## src/rtl/seq_pattern_tx_if.sv

```systemverilog
// Request/serial-output bundle for seq_pattern_tx.
// "repeat" is a reserved word in SystemVerilog, so the repeat field is carried as repeat_n.
interface seq_pattern_tx_if #(
    parameter int WIDTH = 4,
    parameter int REP_W = 4
);
    logic             start_valid;
    logic             start_ready;
    logic [WIDTH-1:0] pattern;
    logic [REP_W-1:0] repeat_n;
    logic             dout;
    logic             dout_valid;
    logic             frame_end;
    logic             busy;
    logic             done;

    modport master (
        output start_valid, pattern, repeat_n,
        input  start_ready, dout, dout_valid, frame_end, busy, done
    );

    modport slave (
        input  start_valid, pattern, repeat_n,
        output start_ready, dout, dout_valid, frame_end, busy, done
    );
endinterface

```

## src/rtl/seq_pattern_tx.sv

```systemverilog
// Serial pattern transmitter: sends a WIDTH-bit pattern MSB-first, repeat_n+1 copies,
// with GAP idle cycles between copies. All outputs are registered Moore outputs.
module seq_pattern_tx #(
    parameter int WIDTH = 4,
    parameter int GAP   = 1,
    parameter int REP_W = 4
) (
    input  logic             clk,
    input  logic             reset,
    seq_pattern_tx_if.slave  bus
);
    typedef enum logic [1:0] {S_IDLE, S_SHIFT, S_GAP} state_t;

    localparam int BW = $clog2(WIDTH);
    localparam int GW = (GAP > 1) ? $clog2(GAP) : 1;
    localparam logic [BW-1:0] LAST_BIT = BW'(WIDTH - 1);
    localparam logic [BW-1:0] PRE_LAST = BW'(WIDTH - 2);
    localparam logic [GW-1:0] GAP_LOAD = (GAP > 0) ? GW'(GAP - 1) : '0;

    state_t            state_q, state_d;
    logic [WIDTH-1:0]  shift_q, shift_d;
    logic [WIDTH-1:0]  reload_q, reload_d;
    logic [BW-1:0]     bit_cnt_q, bit_cnt_d;
    logic [REP_W-1:0]  copy_q, copy_d;
    logic [GW-1:0]     gap_q, gap_d;
    logic              dout_q, dout_d;
    logic              dout_valid_q, dout_valid_d;
    logic              frame_end_q, frame_end_d;
    logic              busy_q, busy_d;
    logic              done_q, done_d;
    logic              ready_q, ready_d;

    // Each branch computes the outputs for the *next* cycle, so dout always
    // reflects the bit selected one cycle earlier and no output is combinational.
    always_comb begin
        state_d      = state_q;
        shift_d      = shift_q;
        reload_d     = reload_q;
        bit_cnt_d    = bit_cnt_q;
        copy_d       = copy_q;
        gap_d        = gap_q;
        dout_d       = 1'b0;
        dout_valid_d = 1'b0;
        frame_end_d  = 1'b0;
        busy_d       = 1'b0;
        done_d       = 1'b0;
        ready_d      = 1'b0;
        case (state_q)
            S_IDLE: begin
                ready_d = 1'b1;
                if (bus.start_valid && ready_q) begin
                    state_d      = S_SHIFT;
                    reload_d     = bus.pattern;
                    shift_d      = bus.pattern << 1;
                    bit_cnt_d    = '0;
                    copy_d       = bus.repeat_n;
                    dout_d       = bus.pattern[WIDTH-1];
                    dout_valid_d = 1'b1;
                    busy_d       = 1'b1;
                    ready_d      = 1'b0;
                end
            end
            S_SHIFT: begin
                busy_d = 1'b1;
                if (bit_cnt_q != LAST_BIT) begin
                    dout_d       = shift_q[WIDTH-1];
                    dout_valid_d = 1'b1;
                    shift_d      = shift_q << 1;
                    bit_cnt_d    = bit_cnt_q + BW'(1);
                    frame_end_d  = (bit_cnt_q == PRE_LAST);
                end else if (copy_q != '0) begin
                    copy_d    = copy_q - REP_W'(1);
                    bit_cnt_d = '0;
                    if (GAP > 0) begin
                        state_d = S_GAP;
                        gap_d   = GAP_LOAD;
                    end else begin
                        dout_d       = reload_q[WIDTH-1];
                        dout_valid_d = 1'b1;
                        shift_d      = reload_q << 1;
                    end
                end else begin
                    state_d = S_IDLE;
                    busy_d  = 1'b0;
                    done_d  = 1'b1;
                    ready_d = 1'b1;
                end
            end
            S_GAP: begin
                busy_d = 1'b1;
                if (gap_q != '0) begin
                    gap_d = gap_q - GW'(1);
                end else begin
                    state_d      = S_SHIFT;
                    dout_d       = reload_q[WIDTH-1];
                    dout_valid_d = 1'b1;
                    shift_d      = reload_q << 1;
                    bit_cnt_d    = '0;
                end
            end
            default: begin
                state_d = S_IDLE;
            end
        endcase
    end

    always_ff @(posedge clk) begin
        if (reset) begin
            state_q      <= S_IDLE;
            shift_q      <= '0;
            reload_q     <= '0;
            bit_cnt_q    <= '0;
            copy_q       <= '0;
            gap_q        <= '0;
            dout_q       <= 1'b0;
            dout_valid_q <= 1'b0;
            frame_end_q  <= 1'b0;
            busy_q       <= 1'b0;
            done_q       <= 1'b0;
            ready_q      <= 1'b1;
        end else begin
            state_q      <= state_d;
            shift_q      <= shift_d;
            reload_q     <= reload_d;
            bit_cnt_q    <= bit_cnt_d;
            copy_q       <= copy_d;
            gap_q        <= gap_d;
            dout_q       <= dout_d;
            dout_valid_q <= dout_valid_d;
            frame_end_q  <= frame_end_d;
            busy_q       <= busy_d;
            done_q       <= done_d;
            ready_q      <= ready_d;
        end
    end

    assign bus.dout        = dout_q;
    assign bus.dout_valid  = dout_valid_q;
    assign bus.frame_end   = frame_end_q;
    assign bus.busy        = busy_q;
    assign bus.done        = done_q;
    assign bus.start_ready = ready_q;
endmodule
```

## src/flat_wrapper.sv

```systemverilog
// flat-port wrapper written by rule: the top's interface ports become plain ports
module seq_pattern_tx_flat 
#(
    parameter int WIDTH = 4,
    parameter int GAP   = 1,
    parameter int REP_W = 4
)
  (clk, reset, bus_start_valid, bus_pattern, bus_repeat_n, bus_start_ready, bus_dout, bus_dout_valid, bus_frame_end, bus_busy, bus_done);
  seq_pattern_tx_if #(.WIDTH(WIDTH), .REP_W(REP_W)) bus_i ();
  input  logic clk;
  input  logic reset;
  input wire logic [$bits(bus_i.start_valid)-1:0] bus_start_valid;
  input wire logic [$bits(bus_i.pattern)-1:0] bus_pattern;
  input wire logic [$bits(bus_i.repeat_n)-1:0] bus_repeat_n;
  output wire logic [$bits(bus_i.start_ready)-1:0] bus_start_ready;
  output wire logic [$bits(bus_i.dout)-1:0] bus_dout;
  output wire logic [$bits(bus_i.dout_valid)-1:0] bus_dout_valid;
  output wire logic [$bits(bus_i.frame_end)-1:0] bus_frame_end;
  output wire logic [$bits(bus_i.busy)-1:0] bus_busy;
  output wire logic [$bits(bus_i.done)-1:0] bus_done;
  assign bus_i.start_valid = bus_start_valid;
  assign bus_i.pattern = bus_pattern;
  assign bus_i.repeat_n = bus_repeat_n;
  assign bus_start_ready = bus_i.start_ready;
  assign bus_dout = bus_i.dout;
  assign bus_dout_valid = bus_i.dout_valid;
  assign bus_frame_end = bus_i.frame_end;
  assign bus_busy = bus_i.busy;
  assign bus_done = bus_i.done;
  seq_pattern_tx #(.WIDTH(WIDTH), .GAP(GAP), .REP_W(REP_W)) u_core (.clk(clk), .reset(reset), .bus(bus_i));
endmodule
```

## config.mk

```make
export PLATFORM = sky130hd
export DESIGN_NAME = seq_pattern_tx_flat
export DESIGN_NICKNAME = d
export VERILOG_FILES = /design/src/rtl/seq_pattern_tx_if.sv /design/src/rtl/seq_pattern_tx.sv /design/src/flat_wrapper.sv
export SDC_FILE = /design/constraint.sdc
export NUM_CORES = 1
export LEC_CHECK = 0
export ABC_CLOCK_PERIOD_IN_PS = 4500
export BUFFER_PORTS_ARGS = -buffer_cell sky130_fd_sc_hd__buf_2
export CORE_MARGIN = 1.5
export CORE_UTILIZATION = 59
export CTS_BUF_LIST = sky130_fd_sc_hd__clkbuf_4 sky130_fd_sc_hd__clkbuf_8 sky130_fd_sc_hd__clkbuf_16
export DETAILED_ROUTE_END_ITERATION = 10
export GPL_TIMING_DRIVEN = 0
export PLACE_DENSITY = 0.83
export SLEW_MARGIN = 0
export SYNTH_ARGS = -nofsm -noshare
export SYNTH_HDL_FRONTEND = slang
export SYNTH_SLANG_ARGS = --single-unit
export TNS_END_PERCENT = 5
```

## constraint.sdc

```tcl
create_clock -name clk -period 4.5 [get_ports clk]
set_input_delay 0.225 -clock clk [delete_from_list [all_inputs] [get_ports clk]]
set_output_delay 0.225 -clock clk [all_outputs]
set_load 0.02 [all_outputs]
```

==> key figures <==
Clocking
  – Post-CTS setup buffers: 0
  – CTS tree: yes
  – Post-cts resize count: 0
  – Post-CTS Hold Fix Bufs: 0
  – CTS Sinks: 21
  – CTS Buffer Depth: 2
  – Root buffer cell: clkbuf_4
  – Inserted Clock Buffers: 3
  – Clk_lat worst skew: 0.30 ns
  – CTS H-tree depth: 1
  – Reg clk slew, reported paths: 0.11 ns

Critical path
  – Worst R2R Start: u_core.state_q[1]
  – Most common cell on crit path: buf_2
  – Worst reg2reg path depth: 6
  – Worst Setup Path Type: reg2reg
  – Crit path largest cell delay: 0.44 ns
  – Slowest stage cell, crit path: dfxtp_1
  – CP required: 4.74 ns
  – Worst r2r dst: u_core.bit_cnt_q[1]
  – R2R setup slack: 2.67 ns
  – Crit end category: register
  – Crit-path max FO: 10
  – Crit path from: u_core.state_q[1]
  – Critical Path End: u_core.bit_cnt_q[1]
  – Crit path cell chain: inv_1 > ha_1 > buf_2 > buf_2 > a311oi_1 > mux2i_1
  – Setup crit start kind: register
  – Arr. time, crit path: 2.07 ns

Timing
  – Worst slew pin tran: 0.491 ns
  – Fin Hold WS: 0.171 ns
  – Relative slew slack: 67.3%
  – Tmin final: 1.83 ns
  – Fmax achieved: 547 MHz
  – RSZ-0062 raised after global routing: false
  – Sum of negative setup slack: 0 ns
  – Final worst-path cycle share: 40.6%
  – Max-slew violations: 0
  – Clock skew: 0.00122 ns
  – Final Hold Vio Count: 0
  – Final-report setup violation count: 0

Logic synthesis
  – Sequential-to-total area share from yosys stat: 37.4%
  – Syn_nets: 141
  – Post-synth top area share: 37.4%
  – Count of different cell masters after synthesis: 39
  – Number of synthesized flops with an enable pin: 0
  – Synth warn: 0
  – Most frequent cell after synthesis: dfxtp_1
  – Synth top area cells: dfxtp_1 37%, ha_1 8.9%, mux2i_1 8.0%
  – Post-synth top flop: dfxtp_1
  – Top cell type by total area after synthesis: dfxtp_1
  – #FFs+latches synth: 21
  – Mapped Area: 1120 µm²
  – Fraction of registers with async set or reset after synthesis: 0%
  – Mean Syn Cell Area: 9.21 µm²
  – Synthesized instance count: 122
  – Post-synth top cells: 21 x dfxtp_1, 10 x nor2_1, 9 x mux2i_1

Final layout
  – Proportion of layout cells with a drive suffix above 1: 19.9%
  – Final Util: 71.4%
  – ANT cells: 0
  – P&R area growth vs syn: 12.1%
  – Layout Cells excl Fill: 166
  – # nets final: 161
  – # fillers: 156

Drt
  – Vias per std cell: 5.89
  – Routed len/inst: 14.8 µm
  – DR pass1 iterations: 5
  – DRC Markers: 0
  – DRC marker count from the first detailed-route iteration: 61
  – DRT Wirelength: 2450 µm
  – DRT antenna net count: 0
  – Total vias in the final route: 977

Place
  – I/O Buffers: 15
  – HPWL Detailed: 1790 µm
  – Dpl cells: 162
  – Final Wtd Congestion: 0.836

Floorplan
  – Die area: 2180 µm²
  – Row count: 15
  – Chip Width: 46.6 µm
  – I/O pins: 17
  – Core region area: 1760 µm²
  – Initial core utilization: 63.7%
  – Die Ht: 46.6 µm

Power
  – Peak supply drop: 355 µV
  – Static Leak: 0.547 nW
  – PwrDens: 604 nW/µm²

Global routing
  – Grt ovf: 0
  – Number of antenna violations at the first check in global routing: 0
  – Vias in the first global route: 908
  – Total track usage: 25.1%
  – Largest net degree at the start of global routing: 12
  – First-pass GRT wire length: 3890 µm

Flow run
  – Maxcap violations: 0

Worst hold path
  – Worst Hold Class: in2reg

Run status
  – Status: complete, no violations
[worst max-delay path: cells and delay by family (launching register included)]
family	cells	cell delay (ns)
adders and majority gates	1	0.19
buffers and inverters	3	0.48
muxes	1	0.23
AOI/OAI and AO/OA	1	0.42
DFF	1	0.44
[layer usage]
metal	share of wire, %	track usage, %
met2	50	44.7
met3	4.5	2.35
met4	1.6	9.44
met5	0	0
met1	44	30.9
[power breakdown]
part / switching, mW / leakage (nW) / total, mW / internal [mW]
logic: 0.226 / 0.357 / 0.390 / 0.164
registers: 0.0398 / 0.172 / 0.275 / 0.236
clock network: 0.0544 / 0.0184 / 0.0950 / 0.0406
total: 0.320 / 0.547 / 0.761 / 0.440
[worst min path at each step]
stage | from | end | cells after the start
2_1_floorplan | bus_pattern[3] | u_core.reload_q[3] | 2
3_3_place_gp | u_core.shift_q[1] | u_core.shift_q[1] | 2
3_5_place_dp | u_core.bit_cnt_q[1] | u_core.bit_cnt_q[1] | 2
4_1_cts | bus_pattern[0] | u_core.reload_q[0] | 3
5_1_grt | bus_pattern[3] | u_core.reload_q[3] | 3
6_report | bus_pattern[0] | u_core.reload_q[0] | 3
[placed cells by master (no fill, tap or decap), types with 2 or more instances in the layout]
cell / count
dfxtp_1: 21
buf_2: 20
nor2_1: 10
mux2i_1: 9
nand2_1: 8
ha_1: 8
inv_1: 6
a21oi_1: 4
o211ai_1: 4
clkbuf_4: 4
clkbuf_1: 3
nand3_1: 3
or4_1: 3
o21ai_0: 3
and3_1: 2
nor3_1: 2
nand3b_1: 2
or3_1: 2
nand2b_1: 2
o31a_1: 2
a21o_1: 2
a22o_1: 2
o21ai_1: 2
[final cells by class]
class                      instances  area (µm²)  share of cell area (%)
tap                               25        31.3                    2.48
buffer                             8        36.3                    2.88
sequential                        21         420                    33.4
inverter                           6        22.5                    1.79
multi-input combinational         87         644                    51.1
timing repair buffer              15        75.1                    5.96
clock buffer                       4        30.0                    2.38
[metrics by stage]
stage               instance area (µm²)  total power [mW]  worst slack [ns]
floorplan                          1120             0.573              2.91
global placement                   1230             0.650              2.79
detailed placement                 1230             0.664              2.73
CTS                                1260             0.758              2.70
global route                       1260             0.812              2.57
finish                             1260             0.761              2.67
[state kept, by name, indices dropped and copies added (netlist names)]
signal / count
u_core.bit_cnt_q: 2
u_core.reload_q: 4
u_core.bus.busy: 1
u_core.state_q: 2
u_core.bus.start_ready: 1
u_core.bus.frame_end: 1
u_core.copy_q: 4
u_core.bus.dout_valid: 1
u_core.bus.done: 1
u_core.bus.dout: 1
u_core.shift_q: 3
[logic make-up after synthesis]
logic type / count (synthesis) / synth area share, %
compound gates: 31 / 21.9
fa+ha+maj: 8 / 8.91
buf+inv: 14 / 5.23
flops: 21 / 37.4
mux: 9 / 8.02
simple gates: 39 / 18.5
Power figures use the tool's default switching activity.
